--- src/rtl/lsu_mem_master.sv ---
// ---------------------------------------------------------------------------
// lsu_mem_master
//   Load/store unit memory master. Accepts one RV32I load or store request at
//   a time, range/legality checks it, performs the memory access over a simple
//   synchronous-write / combinational-read word port, and returns a single
//   cycle response. Sub-word stores are done as read-modify-write.
//
// Ports
//   CLK, RST           clock, asynchronous active-high reset
//   req_valid/ready    request handshake (ready only while idle)
//   req_we             1 = store, 0 = load
//   req_funct3         RV32I width/sign code
//   req_addr           byte address
//   req_wdata          store data, right-aligned
//   rsp_valid          one-cycle response strobe
//   rsp_rdata          extended load data (0 for stores and errors)
//   rsp_err            request failed, qualified by rsp_valid
//   A, WD, WE          memory word address, write data, write enable
//   RD                 memory read data for A (combinational)
//
// Configuration
//   LSU_MISALIGN_TRAP_EN  defined: misaligned half/word accesses are errors.
//                         undefined: misaligned low address bits are cleared.
//
// States
//   IDLE  | waiting for a request, req_ready=1
//   READ  | A driven, memory word captured at exit
//   WRITE | A/WD driven, WE=1 for this single cycle
//   RESP  | rsp_valid=1 for one cycle
// ---------------------------------------------------------------------------
module lsu_mem_master #(
    parameter logic [31:0] BASE_ADDR = 32'h0000_0000,
    parameter int unsigned LIMIT     = 4096
) (
    input  logic        CLK,
    input  logic        RST,
    input  logic        req_valid,
    output logic        req_ready,
    input  logic        req_we,
    input  logic [2:0]  req_funct3,
    input  logic [31:0] req_addr,
    input  logic [31:0] req_wdata,
    output logic        rsp_valid,
    output logic [31:0] rsp_rdata,
    output logic        rsp_err,
    output logic [31:0] A,
    output logic [31:0] WD,
    output logic        WE,
    input  logic [31:0] RD
);

    localparam logic [31:0] LIMIT32 = 32'(LIMIT);

`ifdef LSU_MISALIGN_TRAP_EN
    localparam bit TRAP_MIS = 1'b1;
`else
    localparam bit TRAP_MIS = 1'b0;
`endif

    typedef enum logic [1:0] {IDLE, READ, WRITE, RESP} state_t;

    state_t      state;
    logic        lat_we;
    logic [2:0]  lat_f3;
    logic [1:0]  lat_off;
    logic [15:0] lat_wdata;

    logic        legal;
    logic        oor;
    logic        mis;
    logic        acc_err;
    logic [31:0] ea;

    // Acceptance-time decode of the incoming request.
    always_comb begin
        legal = 1'b0;
        if (req_we) begin
            case (req_funct3)
                3'b000, 3'b001, 3'b010: legal = 1'b1;
                default:                legal = 1'b0;
            endcase
        end else begin
            case (req_funct3)
                3'b000, 3'b001, 3'b010, 3'b100, 3'b101: legal = 1'b1;
                default:                                legal = 1'b0;
            endcase
        end

        // Unsigned wrap makes addresses below BASE_ADDR land far above LIMIT.
        oor = (req_addr - BASE_ADDR) >= LIMIT32;

        mis = 1'b0;
        ea  = req_addr;
        case (req_funct3[1:0])
            2'b01: begin
                mis   = req_addr[0];
                ea[0] = 1'b0;
            end
            2'b10: begin
                mis     = |req_addr[1:0];
                ea[1:0] = 2'b00;
            end
            default: ;
        endcase

        acc_err = !legal || oor || (TRAP_MIS && mis);
    end

    function automatic logic [31:0] load_ext(input logic [31:0] w,
                                             input logic [2:0]  f3,
                                             input logic [1:0]  off);
        logic [7:0]  b;
        logic [15:0] h;
        logic [31:0] r;
        case (off)
            2'd0:    b = w[7:0];
            2'd1:    b = w[15:8];
            2'd2:    b = w[23:16];
            default: b = w[31:24];
        endcase
        h = off[1] ? w[31:16] : w[15:0];
        case (f3)
            3'b000:  r = {{24{b[7]}}, b};
            3'b001:  r = {{16{h[15]}}, h};
            3'b100:  r = {24'h0, b};
            3'b101:  r = {16'h0, h};
            default: r = w;
        endcase
        return r;
    endfunction

    function automatic logic [31:0] store_merge(input logic [31:0] w,
                                                input logic        half,
                                                input logic [1:0]  off,
                                                input logic [15:0] d);
        logic [31:0] r;
        r = w;
        if (half) begin
            if (off[1]) r[31:16] = d;
            else        r[15:0]  = d;
        end else begin
            case (off)
                2'd0:    r[7:0]   = d[7:0];
                2'd1:    r[15:8]  = d[7:0];
                2'd2:    r[23:16] = d[7:0];
                default: r[31:24] = d[7:0];
            endcase
        end
        return r;
    endfunction

    always_ff @(posedge CLK or posedge RST) begin
        if (RST) begin
            state     <= IDLE;
            req_ready <= 1'b1;
            rsp_valid <= 1'b0;
            rsp_rdata <= 32'h0;
            rsp_err   <= 1'b0;
            A         <= 32'h0;
            WD        <= 32'h0;
            WE        <= 1'b0;
            lat_we    <= 1'b0;
            lat_f3    <= 3'b000;
            lat_off   <= 2'b00;
            lat_wdata <= 16'h0;
        end else begin
            case (state)
                IDLE: begin
                    rsp_valid <= 1'b0;
                    rsp_err   <= 1'b0;
                    rsp_rdata <= 32'h0;
                    if (req_valid) begin
                        req_ready <= 1'b0;
                        lat_we    <= req_we;
                        lat_f3    <= req_funct3;
                        lat_off   <= ea[1:0];
                        lat_wdata <= req_wdata[15:0];
                        if (acc_err) begin
                            state     <= RESP;
                            rsp_valid <= 1'b1;
                            rsp_err   <= 1'b1;
                        end else if (req_we && req_funct3[1:0] == 2'b10) begin
                            // Full-word store needs no read of the old word.
                            state <= WRITE;
                            A     <= {ea[31:2], 2'b00};
                            WD    <= req_wdata;
                            WE    <= 1'b1;
                        end else begin
                            state <= READ;
                            A     <= {ea[31:2], 2'b00};
                        end
                    end
                end
                READ: begin
                    if (!lat_we) begin
                        state     <= RESP;
                        A         <= 32'h0;
                        rsp_valid <= 1'b1;
                        rsp_rdata <= load_ext(RD, lat_f3, lat_off);
                    end else begin
                        // The old word is captured straight into WD, merged.
                        state <= WRITE;
                        WD    <= store_merge(RD, lat_f3[0], lat_off, lat_wdata);
                        WE    <= 1'b1;
                    end
                end
                WRITE: begin
                    state     <= RESP;
                    A         <= 32'h0;
                    WD        <= 32'h0;
                    WE        <= 1'b0;
                    rsp_valid <= 1'b1;
                    rsp_err   <= 1'b0;
                    rsp_rdata <= 32'h0;
                end
                RESP: begin
                    state     <= IDLE;
                    req_ready <= 1'b1;
                    rsp_valid <= 1'b0;
                    rsp_err   <= 1'b0;
                    rsp_rdata <= 32'h0;
                end
                default: begin
                    state     <= IDLE;
                    req_ready <= 1'b1;
                end
            endcase
        end
    end

endmodule
--- config.mk ---
export PLATFORM = sky130hd
export DESIGN_NAME = lsu_mem_master
export DESIGN_NICKNAME = d
export VERILOG_FILES = /design/src/rtl/lsu_mem_master.sv
export SDC_FILE = /design/constraint.sdc
export NUM_CORES = 1
export LEC_CHECK = 0
export CAP_MARGIN = 20
export CORE_UTILIZATION = 35
export CTS_BUF_LIST = sky130_fd_sc_hd__clkbuf_16
export CTS_CLUSTER_DIAMETER = 200
export DETAILED_ROUTE_END_ITERATION = 8
export PLACE_DENSITY_LB_ADDON = 0.1
export SYNTH_ARGS = -nofsm -noshare
export SYNTH_HDL_FRONTEND = slang
export SYNTH_SLANG_ARGS = --single-unit
export TNS_END_PERCENT = 10
--- constraint.sdc ---
create_clock -name CLK -period 6.6 [get_ports CLK]
set_input_delay 1.98 -clock CLK [delete_from_list [all_inputs] [get_ports CLK]]
set_output_delay 1.98 -clock CLK [all_outputs]
set_load 0.01 [all_outputs]
==> impl_results.md <==
- CTS tree: done
- Ratio of total power to cell area: 495.0 nW/um^2
- Unrepaired setup endpoints after global routing: no
- Post-synth EDFFs: 0
- Part of the total power dissipated in sequential elements: 28.3%
- Slew of the pin with the lowest slew margin: 1117 ps
- Flop-to-flop setup slack: 3340 ps
- Async set-reset flop share out of synthesis: 100.0%
- Core Util, Final: 52.76%
- Critical setup path kind: in2reg
- Fraction of post-synthesis cell area in the top cell type by area: 49.79%
- Post-synthesis cell area: 6081 um^2
- Number of buffers on the longest clock path: 2
- Net switching fraction of the power: 38.11%
- CTS clk-pin slew, worst paths: 50 ps
- Number of filler instances in the final layout: 1506
- Die extent in x: 133.8 um
- Cell Count Post-Placement: 976
- Share of synthesized area spent on multiplexers: 9.691%
- Logic pwr share: 48.7%
- Most numerous cell in the Yosys netlist: sky130_fd_sc_hd__dfrtp_1
- Library cell contributing the largest single delay on the critical path: sky130_fd_sc_hd__o31ai_4
- Final period demand of the worst path: 4839 ps
- Post-route clock skew: 7.505 ps
- Leading post-synthesis cells by instance count: sky130_fd_sc_hd__dfrtp_1 (121), sky130_fd_sc_hd__nand2_1 (65), sky130_fd_sc_hd__o21ai_0 (49), sky130_fd_sc_hd__a21oi_1 (38)
- Critical Path Source Type: primary input
- Clk_lat worst skew: 420 ps
- Number of port buffers: 200
- DRC violations left: 0
- Die extent in y: 133.8 um
- Vias post-DR: 5449
- Post-synthesis compound-gate area fraction: 19.86%
- Placed wire-length estimate after detailed placement: 14490 um
- Run status: complete, no violations
- Cell taking the most area after synthesis: sky130_fd_sc_hd__dfrtp_1
- Max Cap Violations: 0
- Sw power: 1668 uW
- Hold-fix buffer count after cts: 0
- Total iterations of the first detailed-routing run: 5
- Post-layout net count: 887
- Post-Synthesis Mean Instance Area: 10.25 um^2
- Worst path arrival time: 5140 ps
- R2R Path Start: state[1]
- Cell at the root of the clock tree: sky130_fd_sc_hd__clkbuf_16
- Count of final hold-check violations: 0
- Final-report max-slew violation count: 0
- Largest net degree at the start of global routing: 75
- Synth Instances: 593
- Total die area: 17910 um^2
- Total global routing overflow: 0
- Antenna violations before repair: 0
- Area added between synthesis and finish: 45.41%
- Max-slew headroom at the worst pin: 25.55%
- Number of cell instances on the worst register-to-register path: 8
- Register bit total from synthesis: 122
- Number of buffers added by the clock tree synthesis step: 17
- Register area share after synthesis: 50.23%
- Worst VDD drop: 269.7 uV
- Ratio of cells with drive above 1 in the final layout: 10.01%
- Count of yosys warnings during synthesis: 0
- Final-report setup violation count: 0
- Number of antenna diodes: 0
- Clock power frac: 23.0%
- Rows: 47
- Series of cell instances along the critical path: clkdlybuf4s50_1 > inv_1 > ha_1 > nand2b_1 > a211o_1 > o31ai_4 > and2_1 > buf_4 > mux2_2
- Post-DR vias/cell: 5.400
- CTS H-Tree Depth: 4
- Post-cts resize count: 0
- DR WL/cell: 19.80 um
- Critical path endpoint category: flop
- Synth area leaders: sky130_fd_sc_hd__dfrtp_1 (50%), sky130_fd_sc_hd__mux2_2 (4.4%), sky130_fd_sc_hd__o21ai_0 (4.0%)
- Launch point of the critical path: req_funct3[0]
- Leak pwr: 0.003761 uW
- Max Fclk: 206.7 MHz
- Internal power component: 2709 uW
- Fin crit share: 73.31%
- Area share of and/or/nand/nor cells after synthesis: 12.86%
- Type of the most critical hold path: reg2reg
- Flip-flop cell with the highest count after synthesis: sky130_fd_sc_hd__dfrtp_1
- CP Data Required Time: 6900 ps
- Aggregate routed wire length: 19970 um
- Clock tree sinks: 122
- CP peak stage delay: 590 ps
- Worst Path Max Fanout: 19
- GRT Overall Usage: 22.79%
- Via count of the first global-routing pass: 5465
- Starting density of the core: 36.28%
- Number of setup buffers added after CTS: 0
- Wire length of the first global-routing pass: 30680 um
- Pwr Total: 4377 uW
- Synth unique cells: 53
- Final weighted congestion of routability-driven global placement: 0.8532
- Total negative slack for setup checks: 0 ps
- Xor and xnor fraction of the mapped netlist area: 0%
- Number of antenna-violating nets in the routed design: 0
- Dominant combinational cell family by area after synthesis: compound AO/OA/AOI/OAI gates
- Initial DRC count: 370
- Adder and majority gate portion of the synthesized area: 1.646%
- RR Endpoint: WD[21]
- Core region area: 16760 um^2
- Count of non-filler cells in the finished layout: 1009
- Io pins: 203
- Critical Path Sink: WD[21]
how the worst min path moves through the flow:
stage / to / from / slack (ps) / cells past startpoint
2_1_floorplan: lat_wdata[12] / lat_wdata[12] / 450 / 2
3_3_place_gp: lat_wdata[12] / lat_wdata[12] / 470 / 2
3_5_place_dp: rsp_err / rsp_err / 470 / 2
4_1_cts: A[29] / A[29] / 490 / 1
5_1_grt: A[21] / A[21] / 500 / 1
6_report: A[29] / A[29] / 480 / 1
registers in the layout (all words and copies together) (netlist names):
name and flops:
lat_f3 3, lat_wdata 16, WD 32, rsp_rdata 32
rsp_err 1, A 30, lat_off 2, rsp_valid 1
WE 1, lat_we 1, state 2, req_ready 1
placed cells by master, fill, tap and decap left out, types with 8 or more instances in the layout:
cell type,synthesis,routed
sky130_fd_sc_hd__clkdlybuf4s50_1,0,200
sky130_fd_sc_hd__mux2_4,10,10
sky130_fd_sc_hd__a221o_1,16,16
sky130_fd_sc_hd__o221ai_1,26,26
sky130_fd_sc_hd__nor2b_1,13,13
sky130_fd_sc_hd__mux2_2,24,24
sky130_fd_sc_hd__nand3_1,19,19
sky130_fd_sc_hd__clkbuf_16,0,17
sky130_fd_sc_hd__nor2_1,28,28
sky130_fd_sc_hd__a21oi_1,38,37
sky130_fd_sc_hd__o21ai_0,49,49
sky130_fd_sc_hd__mux2i_1,9,9
sky130_fd_sc_hd__nand2_1,65,65
sky130_fd_sc_hd__ha_1,8,8
sky130_fd_sc_hd__inv_1,28,29
sky130_fd_sc_hd__dfrtp_1,121,121
sky130_fd_sc_hd__and2_1,23,23
cell type report:
type                    count  area, um^2  share of cell area (%)
clock inverters            15       207.7                   2.349
flip-flops and latches    122        3054                   34.54
multi-input cells         398        2690                   30.42
clock buffers              17       425.4                   4.811
repair buffers            207        2074                   23.46
well taps                 220       275.3                   3.113
inverters                  30       115.1                   1.302
worst max-delay path, delay by kind of cell:
family	cells	cell delay [ps]
muxes	1	380
buffers and inverters	3	930
AOI/OAI and AO/OA	2	920
adders and majority gates	1	220
and+or+nand+nor	2	670
kinds of logic after synthesis:
logic type               Yosys count
buffers and inverters             74
flip-flops                       122
AO/OA/AOI/OAI                    172
other                              1
AND/OR/NAND/NOR                  167
adder cells (fa/ha/maj)            8
multiplexers                      49
stage by stage:
stage | area (um^2) | hold slack [ps] | setup WS, ps
detailed placement | 8182 | 467.2 | 1321
global placement | 8182 | 466.0 | 1444
finish | 8842 | 480.9 | 1762
CTS | 8815 | 485.5 | 1769
floorplan | 6085 | 451.5 | 1379
global route | 8842 | 503.4 | 1586
power by group through the flow:
stage / sequential (uW) / clock (uW) / combinational, uW
floorplan: 1270 / 0 / 1320
global placement: 1240 / 0 / 2050
detailed placement: 1250 / 0 / 2080
CTS: 1240 / 1020 / 2090
global route: 1270 / 1050 / 2310
finish: 1240 / 1010 / 2130
metal layers:
layer	routed length, um	vias to the layer above	GRT usage, %
met3	1617	27	6.085
met4	340	0	8.586
met2	9405	251	36.59
li1	-	2506	-
met1	8611	2665	29.38
met5	0	-	0
Note: power is estimated with default switching activity, not from simulation.
